**src/rtl/hazard_ctrl_pkg.sv**
```systemverilog
// Shared encodings, scoreboard entry layout and the readiness/forwarding
// helpers used by the hazard scheduler.
package hazard_ctrl_pkg;

  localparam logic [1:0] STAGE_DECODE  = 2'd0;
  localparam logic [1:0] STAGE_EXECUTE = 2'd1;
  localparam logic [1:0] STAGE_MEM     = 2'd2;
  localparam logic [1:0] STAGE_MAX     = 2'd3;

  localparam logic [1:0] FWD_GRF = 2'd0;
  localparam logic [1:0] FWD_E   = 2'd1;
  localparam logic [1:0] FWD_M   = 2'd2;
  localparam logic [1:0] FWD_W   = 2'd3;

  localparam int MD_CNT_LEN = 4;

  typedef struct packed {
    logic [4:0] waddr;
    logic [1:0] wstage;
    logic [4:0] raddr0;
    logic [4:0] raddr1;
    logic       md_start;
    logic       md_div;
  } sb_entry_t;

  function automatic logic entry_hit(sb_entry_t ent, logic [4:0] addr);
    return (ent.waddr != 5'd0) && (ent.waddr == addr);
  endfunction

  function automatic logic entry_ready(sb_entry_t ent, logic [1:0] slot);
    return (ent.waddr != 5'd0) && (ent.wstage < slot);
  endfunction

  // Cycles until the entry's result exists, seen from pipeline slot `slot`.
  function automatic logic [1:0] entry_tnew(sb_entry_t ent, logic [1:0] slot);
    logic [2:0] avail;
    avail = {1'b0, ent.wstage} + 3'd1;
    if (avail > {1'b0, slot}) return 2'(avail - {1'b0, slot});
    return 2'd0;
  endfunction

  // Only the youngest writer of `addr` decides whether the reader must wait.
  function automatic logic port_stall(sb_entry_t e, sb_entry_t m, sb_entry_t w,
                                      logic [4:0] addr, logic [1:0] rstage);
    logic [1:0] tnew;
    tnew = 2'd0;
    if (entry_hit(e, addr))      tnew = entry_tnew(e, STAGE_EXECUTE);
    else if (entry_hit(m, addr)) tnew = entry_tnew(m, STAGE_MEM);
    else if (entry_hit(w, addr)) tnew = entry_tnew(w, STAGE_MAX);
    return (rstage != STAGE_MAX) && (tnew > rstage);
  endfunction

  // A younger writer that is not ready yet shadows older ready ones.
  function automatic logic [1:0] fwd_sel(sb_entry_t e, sb_entry_t m, sb_entry_t w,
                                         logic [4:0] addr);
    if (entry_hit(e, addr)) return entry_ready(e, STAGE_EXECUTE) ? FWD_E : FWD_GRF;
    if (entry_hit(m, addr)) return entry_ready(m, STAGE_MEM) ? FWD_M : FWD_GRF;
    if (entry_hit(w, addr)) return entry_ready(w, STAGE_MAX) ? FWD_W : FWD_GRF;
    return FWD_GRF;
  endfunction

endpackage

```
**src/rtl/hazard_ctrl_md_busy_counter.sv**
```systemverilog
// Mult/div busy countdown: loads the operation latency when an md op sits in
// E and counts down to zero; busy while nonzero.
module md_busy_counter
  import hazard_ctrl_pkg::*;
#(
  parameter int MULT_CYCLES = 5,
  parameter int DIV_CYCLES  = 10
) (
  input  logic clk,
  input  logic reset,
  input  logic load_i,
  input  logic div_i,
  output logic busy_o
);

  logic [MD_CNT_LEN-1:0] cnt_q, cnt_d;

  // NOTE: every variable assigned in always_comb gets a default first, so no latch is inferred.
  always_comb begin
    cnt_d = cnt_q;
    if (load_i) begin
      cnt_d = div_i ? MD_CNT_LEN'(DIV_CYCLES) : MD_CNT_LEN'(MULT_CYCLES);
    end else if (cnt_q != '0) begin
      cnt_d = cnt_q - MD_CNT_LEN'(1);
    end
  end

  // NOTE: state registers use non-blocking assignments so all flops update together.
  always_ff @(posedge clk) begin
    if (reset) cnt_q <= '0;
    else       cnt_q <= cnt_d;
  end

  assign busy_o = (cnt_q != '0);

endmodule

```
**src/rtl/hazard_ctrl.sv**
```systemverilog
// Pipeline scoreboard for the 5-stage core: tracks writers in E/M/W, raises
// the global stall and drives the operand forwarding selects.
module hazard_ctrl
  import hazard_ctrl_pkg::*;
#(
  parameter int MULT_CYCLES = 5,
  parameter int DIV_CYCLES  = 10
) (
  input  logic       clk,
  input  logic       reset,
  input  logic [4:0] d_read_addr0,
  input  logic [4:0] d_read_addr1,
  input  logic [1:0] d_read_stage0,
  input  logic [1:0] d_read_stage1,
  input  logic [4:0] d_write_addr,
  input  logic [1:0] d_write_stage,
  input  logic       d_md_start,
  input  logic       d_md_div,
  input  logic       d_md_use,
  output logic       stall,
  output logic [1:0] fwd_d0,
  output logic [1:0] fwd_d1,
  output logic [1:0] fwd_e0,
  output logic [1:0] fwd_e1,
  output logic [1:0] fwd_m1,
  output logic       md_busy
);

  sb_entry_t e_q, m_q, w_q;
  sb_entry_t e_d, m_d, w_d;
  sb_entry_t d_entry;
  logic      data_stall, md_stall;

  always_comb begin
    d_entry = '{waddr:    d_write_addr,
                wstage:   d_write_stage,
                raddr0:   d_read_addr0,
                raddr1:   d_read_addr1,
                md_start: d_md_start,
                md_div:   d_md_div};

    data_stall = port_stall(e_q, m_q, w_q, d_read_addr0, d_read_stage0)
               | port_stall(e_q, m_q, w_q, d_read_addr1, d_read_stage1);
    md_stall   = d_md_use && (md_busy || e_q.md_start);
    stall      = data_stall || md_stall;

    // A stall freezes D, so E receives a bubble while older stages drain.
    e_d = stall ? sb_entry_t'('0) : d_entry;
    m_d = e_q;
    w_d = m_q;

    fwd_d0 = fwd_sel(e_q, m_q, w_q, d_read_addr0);
    fwd_d1 = fwd_sel(e_q, m_q, w_q, d_read_addr1);
    fwd_e0 = fwd_sel(sb_entry_t'('0), m_q, w_q, e_q.raddr0);
    fwd_e1 = fwd_sel(sb_entry_t'('0), m_q, w_q, e_q.raddr1);
    fwd_m1 = fwd_sel(sb_entry_t'('0), sb_entry_t'('0), w_q, m_q.raddr1);
  end

  always_ff @(posedge clk) begin
    if (reset) begin
      e_q <= '0;
      m_q <= '0;
      w_q <= '0;
    end else begin
      e_q <= e_d;
      m_q <= m_d;
      w_q <= w_d;
    end
  end

  md_busy_counter #(
    .MULT_CYCLES (MULT_CYCLES),
    .DIV_CYCLES  (DIV_CYCLES)
  ) u_md_busy_counter (
    .clk    (clk),
    .reset  (reset),
    .load_i (e_q.md_start),
    .div_i  (e_q.md_div),
    .busy_o (md_busy)
  );

  // Entry fields that older stages carry along but never consult.
  logic unused_fields;
  assign unused_fields = ^{m_q.raddr0, m_q.md_start, m_q.md_div,
                           w_q.raddr0, w_q.raddr1, w_q.md_start, w_q.md_div};

endmodule

```
**config.mk**
```make
export PLATFORM = sky130hd
export DESIGN_NAME = hazard_ctrl
export DESIGN_NICKNAME = d
export VERILOG_FILES = /design/src/rtl/hazard_ctrl_pkg.sv /design/src/rtl/hazard_ctrl_md_busy_counter.sv /design/src/rtl/hazard_ctrl.sv
export SDC_FILE = /design/constraint.sdc
export NUM_CORES = 1
export LEC_CHECK = 0
export CAP_MARGIN = 15
export CORE_MARGIN = 8
export CORE_UTILIZATION = 40
export DETAILED_ROUTE_END_ITERATION = 16
export PLACE_DENSITY = 0.7
export SYNTH_ARGS = -nofsm -noshare
export SYNTH_HDL_FRONTEND = slang
export SYNTH_SLANG_ARGS = --single-unit
```
**constraint.sdc**
```tcl
create_clock -name clk -period 2.7 [get_ports clk]
set_input_delay 0.405 -clock clk [delete_from_list [all_inputs] [get_ports clk]]
set_output_delay 0.405 -clock clk [all_outputs]
set_load 0.01 [all_outputs]
```
[Word level (Yosys, flattened, before mapping)]
Cells that the tools add are included.
Storage, ports and cells
  register bits: 42
  bits in latches: 0
  bits in writable memories: 0
  ROM bits: 0
  input bits: 26
  output and inout bits: 12
  memories: 0
Cells by class
  $add $sub $neg: 7
  multiply operators: 0
  div/mod/pow operators: 0
  magnitude comparators: 8
  equality and inequality tests: 13
  shifts and indexed selects: 0
  mux-type cells: 77
  bitwise operators: 1
  reduce and logical (&&, ||, !) cells: 25
Operator list (count)
  2-to-1 mux 2 bit: 39
  equality test 5 bit: 11
  2-to-1 mux 1 bit: 35
  logical AND 1 bit: 17
  nonzero test 5 bit: 3
  2-to-1 mux 4 bit: 3
  adder 2 x 1 -> 3 bit (second input constant): 3
  greater-than comparator 3 x 2 -> 1 bit (second input constant): 2
  greater-than comparator 2 bit: 2
  < comparator 2 bit (second input constant): 2
  != test 2 bit (second input constant): 2
  nonzero test 4 bit: 1
  subtractor 2 bit (second input constant): 2
  subtractor 4 x 1 -> 4 bit (second input constant): 1
  greater-than comparator 3 x 1 -> 1 bit (second input constant): 1
  logical OR 1 bit: 2
  < comparator 2 x 1 -> 1 bit (second input constant): 1
  nonzero test 2 bit: 1
  OR reduction 2 bit: 1
  subtractor 2 x 1 -> 2 bit (second input constant): 1
  bitwise OR 1 bit: 1

[Logic depth before layout (Yosys ltp)]
  depth in word-level cells: 15
  mapped depth: 13
  gate-level depth less buffers: 11

[Cells and area by module]
Synthesis repeated with hierarchy kept, for this count alone.
Second synthesis, totals
  cells, all modules: 254
  area, all modules: 2368.5 um^2
By module, submodules not included
  hazard_ctrl: instances 1, cells each 228, area each 2135.8 um^2, seq. area each 760.7 um^2
  md_busy_counter: instances 1, cells each 26, area each 232.7 um^2, seq. area each 80.1 um^2

[Least setup slack after synthesis]
Ideal clock, no wire load.
  kind: register -> register
  start point: register w_q[15] (netlist name)
  end point: register e_q[0] (netlist name)
  data arrival time: 2872 ps
  required time: 2641 ps
  path slack: -230 ps
  cell stages (with the launch flop): 14
  path buffers: 2
  clock period less this slack: 2930 ps
  path through: dfxtp_1 > buf_6 > or4_4 > o211a_1 > o311a_1 > a221oi_1 > a21oi_1 > ha_1 > nor2b_1 > o21ai_0 > nand3_1 > nor2_2 > clkbuf_2 > and2_1
Between the ends
  longest elaborated chain between the ends: 10
  elaborated cells between the ends (all ways): 18
  classes of those cells: 2 x order compare; 2 x eq/ne; 6 x mux; 1 x bitwise; 7 x reduce/logical
Ends and longest elaborated chain
  start, declared: RTL line hazard_ctrl.sv:29  | sb_entry_t e_q, m_q, w_q;
  start signal, assigned: RTL line hazard_ctrl.sv:67  | w_q <= w_d;
  equality test 5 bit or nonzero test 5 bit (tied branches): RTL line hazard_ctrl_pkg.sv:27  | return (ent.waddr != 5'd0) && (ent.waddr == addr);
  logical AND 1 bit: RTL line hazard_ctrl_pkg.sv:27
  2-to-1 mux 2 bit: RTL line hazard_ctrl_pkg.sv:49  | else if (entry_hit(w, addr)) tnew = entry_tnew(w, STAGE_MAX);
  2-to-1 mux 2 bit: RTL line hazard_ctrl_pkg.sv:48  | else if (entry_hit(m, addr)) tnew = entry_tnew(m, STAGE_MEM);
  2-to-1 mux 2 bit: RTL line hazard_ctrl_pkg.sv:47  | if (entry_hit(e, addr)) tnew = entry_tnew(e, STAGE_EXECUTE);
  greater-than comparator 2 bit: RTL line hazard_ctrl_pkg.sv:50  | return (rstage != STAGE_MAX) && (tnew > rstage);
  logical AND 1 bit: RTL line hazard_ctrl_pkg.sv:50
  bitwise OR 1 bit *: RTL line hazard_ctrl.sv:43  | | port_stall(e_q, m_q, w_q, d_read_addr1, d_read_stage1);
  logical OR 1 bit *: RTL line hazard_ctrl.sv:45  | stall = data_stall || md_stall;
  net stall: RTL line hazard_ctrl.sv:20  | output logic stall,
  OR reduction 2 bit (no source line) *
  end signal, assigned: RTL line hazard_ctrl.sv:61  | e_q <= '0;
  end signal, assigned: RTL line hazard_ctrl.sv:65  | e_q <= e_d;
  end, declared: RTL line hazard_ctrl.sv:29
Mark *: on every way through the listed nets, which the timed path passes. The rest lies on a longest branch.
A chain may end at the register's enable or synchronous reset.

[Worst setup path after layout]
  start point: register w_q[15] (netlist name)
  end point: output stall
Between the ends
  longest elaborated chain between the ends: 9
  elaborated cells between the ends (all ways): 17
  classes of those cells: 2 x order compare; 2 x eq/ne; 6 x mux; 1 x bitwise; 6 x reduce/logical
Ends and longest elaborated chain (RTL line)
  equality test 5 bit or nonzero test 5 bit (tied branches): hazard_ctrl_pkg.sv:27
  logical AND 1 bit: hazard_ctrl_pkg.sv:27
  2-to-1 mux 2 bit: hazard_ctrl_pkg.sv:49
  2-to-1 mux 2 bit: hazard_ctrl_pkg.sv:48
  2-to-1 mux 2 bit: hazard_ctrl_pkg.sv:47
  greater-than comparator 2 bit: hazard_ctrl_pkg.sv:50
  logical AND 1 bit: hazard_ctrl_pkg.sv:50
  bitwise OR 1 bit *: hazard_ctrl.sv:43
  logical OR 1 bit *: hazard_ctrl.sv:45
  end, declared: hazard_ctrl.sv:20
Every way passes the cells marked *; elsewhere a longest branch is shown, timed or not.

==> summary.txt <==
Global routing
  • Largest net degree at the start of global routing: 16
  • Global-route wire length before repair: 10080 um
  • Vias in the first global route: 2101
  • GR Util met1: 16.27%
  • GRT Total Usage: 15.01%
  • Global route overflow: 0
  • Met2 Use GR: 27.41%
  • Met3 Usage GRT: 4.450%
  • Initial antenna violation count: 0
  • GR peak layer: met2

Worst setup path
  • WP data arrival: 2.70 ns
  • CP endpoint kind: output pin
  • Setup CP Type: reg2out
  • Req. time, crit path: 2.30 ns
  • FF-to-FF Start: w_q[15]$_SDFF_PP0_
  • R2R setup slack: -0.37 ns
  • Critical Path Start Type: flip-flop
  • Crit-path max FO: 3
  • RR Endpoint: e_q[17]$_SDFF_PP0_
  • R2R depth: 15
  • Crit path from: w_q[15]$_SDFF_PP0_
  • Critical path endpoint: stall

Clock network
  • Cts hold-fix bufs: 0
  • Clk Latency, worst-skew pair: 0.30 ns
  • Clock Sinks: 42
  • CTS clk-pin slew, worst paths: 0.08 ns
  • Clock Tree Buf Depth: 2
  • CTS tree: yes
  • H-tree Lvls: 2
  • Root Driver: clkbuf_8
  • Num CTS Buffers: 5

Synthesis
  • Mapped Area: 2332 um^2
  • Post-synth cell types: 37
  • Post-synth EDFFs: 0
  • Synthesized net count: 292
  • Seq/Total Area, Yosys: 36.05%
  • Syn_area_per_cell: 9.110 um^2
  • Mapped Cells: 256
  • Most used DFF post-synth: dfxtp_1
  • Top cell type's share of synthesized area: 36.05%
  • Ys async rst share: 0%
  • Largest area contributor in the netlist: dfxtp_1
  • Most common cell in the netlist: dfxtp_1
  • Synthesis warning total: 0
  • #FFs+latches synth: 42
  • Synth top cells by count: 42 x dfxtp_1, 37 x xnor2_1, 23 x xor2_1
  • Area contributors post-synth: dfxtp_1 36%, xnor2_1 14%, xor2_1 8.6%

Routing
  • Residual DRC: 0
  • Wire per inst: 15.14 um
  • Total Routed Length: 6266 um
  • Antenna-violating nets left: 0
  • Vias/cell: 4.850
  • DRT Pass-1 Iters: 4
  • Iteration-0 DRC Markers: 119
  • DR vias: 2008

Floorplanning
  • Die H: 92.36 um
  • # IOs: 38
  • Die W: 92.36 um
  • Initial Util: 40.35%
  • DIE AREA: 8530 um^2
  • Rows: 28
  • CORE AREA: 5781 um^2

Finish
  • # diodes: 0
  • Post-route cell area: 3418 um^2
  • Multi-input logic area: 1530 um^2
  • Layout cell share with drive strength beyond 1: 28.61%
  • Fillcell total: 507
  • Layout Cells excl Fill: 414
  • Nets: 375
  • Register area: 848.3 um^2
  • Layout area overhead: 46.57%

Placement
  • Area after DPL: 3098 um^2
  • Dpl cells: 399
  • Placer Congestion: 0.8720
  • Detailed placer's ending HPWL: 4548 um
  • Port bufs: 37

Timing
  • Worst slew pin tran: 0.3883 ns
  • Post-layout min period: 3.102 ns
  • Final Hold Vio Count: 0
  • Post-route clock period utilization: 114.9%
  • Clk_skew: 0.007515 ns
  • Final WS setup: -0.4015 ns
  • # setup viols final: 20
  • Slew HR: 74.06%
  • Slew Limit Fails: 0
  • Setup tns final: -7.151 ns
  • RSZ-0062 raised after global routing: yes
  • FMAX: 322.4 MHz

Run status
  • Failing checks: negative setup slack
  • Run status: complete, but fails checks

Power and ir drop
  • Worst vdd ir: 0.5681 mV
  • Leak pwr: 1.553 nW
  • Pwr per Cell Area: 617.3 nW/um^2

Flow run
  • Max-Cap Viols: 0

Min path
  • Hold WC Path Type: reg2reg
-- timing repair --
| action | CTS | global route |
|---|---|---|
| setup buffers | 5 | 2 |
| gates resized for setup | 32 | 27 |
| setup endpoints to repair | 28 | 24 |
| pin swaps | 13 | 17 |
| gates cloned | 1 | 0 |
-- cell families (layout without fill, tap and decap cells) --
logic type	after synthesis	in the layout	share of synthesized area, %
compound gates	28	28	8.530
flops	42	42	36.05
fa+ha+maj	10	10	5.365
xor+xnor	60	60	22.53
buf+inv	21	104	4.345
simple gates	95	95	23.18
-- registers in the layout (all words and copies together), names as in the netlist --
register	flops
e_q	19
m_q	12
u_md_busy_counter.cnt_q	4
w_q	7
-- layout by cell type (no fill, tap or decap), types with 3 or more instances in the layout --
master,synthesis,layout
clkbuf_2,1,3
a22oi_1,3,3
xnor2_2,0,3
ha_1,10,10
nor2_1,13,12
clkdlybuf4s50_1,0,24
xnor2_1,37,34
and2_1,20,16
or4_4,1,5
nor2_4,0,3
nand3_1,9,8
a21oi_1,5,5
dfxtp_2,0,3
a221oi_2,0,3
nor2b_1,20,19
dlymetal6s2s_1,0,3
buf_6,1,3
buf_4,2,49
clkbuf_8,0,6
inv_1,6,6
nand2_1,7,7
nand2b_1,5,5
o21ai_0,5,3
dlygate4sd2_1,0,5
dfxtp_1,42,38
and2_4,0,4
nor3_1,6,4
xor2_1,23,23
-- critical path, cell delays in order (launching register included) --
cell and delay [ns]:
dfxtp_2 0.32, or4_4 0.57, o211a_1 0.23, o311a_1 0.14, a221oi_2 0.25, a21oi_1 0.07, ha_1 0.29, nor2b_1 0.13
o21ai_1 0.14, nand3_2 0.12, buf_6 0.14
-- per-stage QoR --
step	hold slack, ns	power (W)	utilization, %	setup WS, ns
2_1_floorplan	0.4433	0.001201	-	-0.1422
3_3_place_gp	0.4822	0.001473	53.59	-0.7779
3_5_place_dp	0.4930	0.001494	53.59	-0.8232
4_1_cts	0.5064	0.002057	57.51	-0.4718
5_1_grt	0.5155	0.002230	59.13	-0.5161
6_report	0.5041	0.002110	59.13	-0.4015
-- where the power goes --
part           internal [W]  switching, W
clock              0.000296      0.000217
combinational      0.000472      0.000364
sequential         0.000697     0.0000648
-- worst min-delay path by stage --
stage / start / end / slack [ns] / cells past startpoint
3_3_place_gp: m_q[12]$_SDFF_PP0_ / w_q[12]$_SDFF_PP0_ / 0.48 / 1
2_1_floorplan: e_q[13]$_SDFF_PP0_ / m_q[13]$_SDFF_PP0_ / 0.44 / 2
6_report: e_q[2]$_SDFF_PP0_ / m_q[2]$_SDFF_PP0_ / 0.50 / 1
5_1_grt: e_q[3]$_SDFF_PP0_ / m_q[3]$_SDFF_PP0_ / 0.52 / 1
3_5_place_dp: m_q[12]$_SDFF_PP0_ / w_q[12]$_SDFF_PP0_ / 0.49 / 1
4_1_cts: e_q[2]$_SDFF_PP0_ / m_q[2]$_SDFF_PP0_ / 0.51 / 1
-- cell type report --
type,count,area share (%)
Multi-Input combinational cell,193,44.77
Sequential cell,42,24.82
Timing Repair Buffer,91,23.72
Tap cell,75,2.745
Clock buffer,6,2.416
Clock inverter,1,0.8785
Inverter,6,0.6589
-- routing by layer --
layer,vias to the layer above,routed length (um)
met4,0,134
met1,936,2621
met2,46,3255
met3,14,254
li1,1012,-
met5,-,0
(Power assumes the default switching activity.)
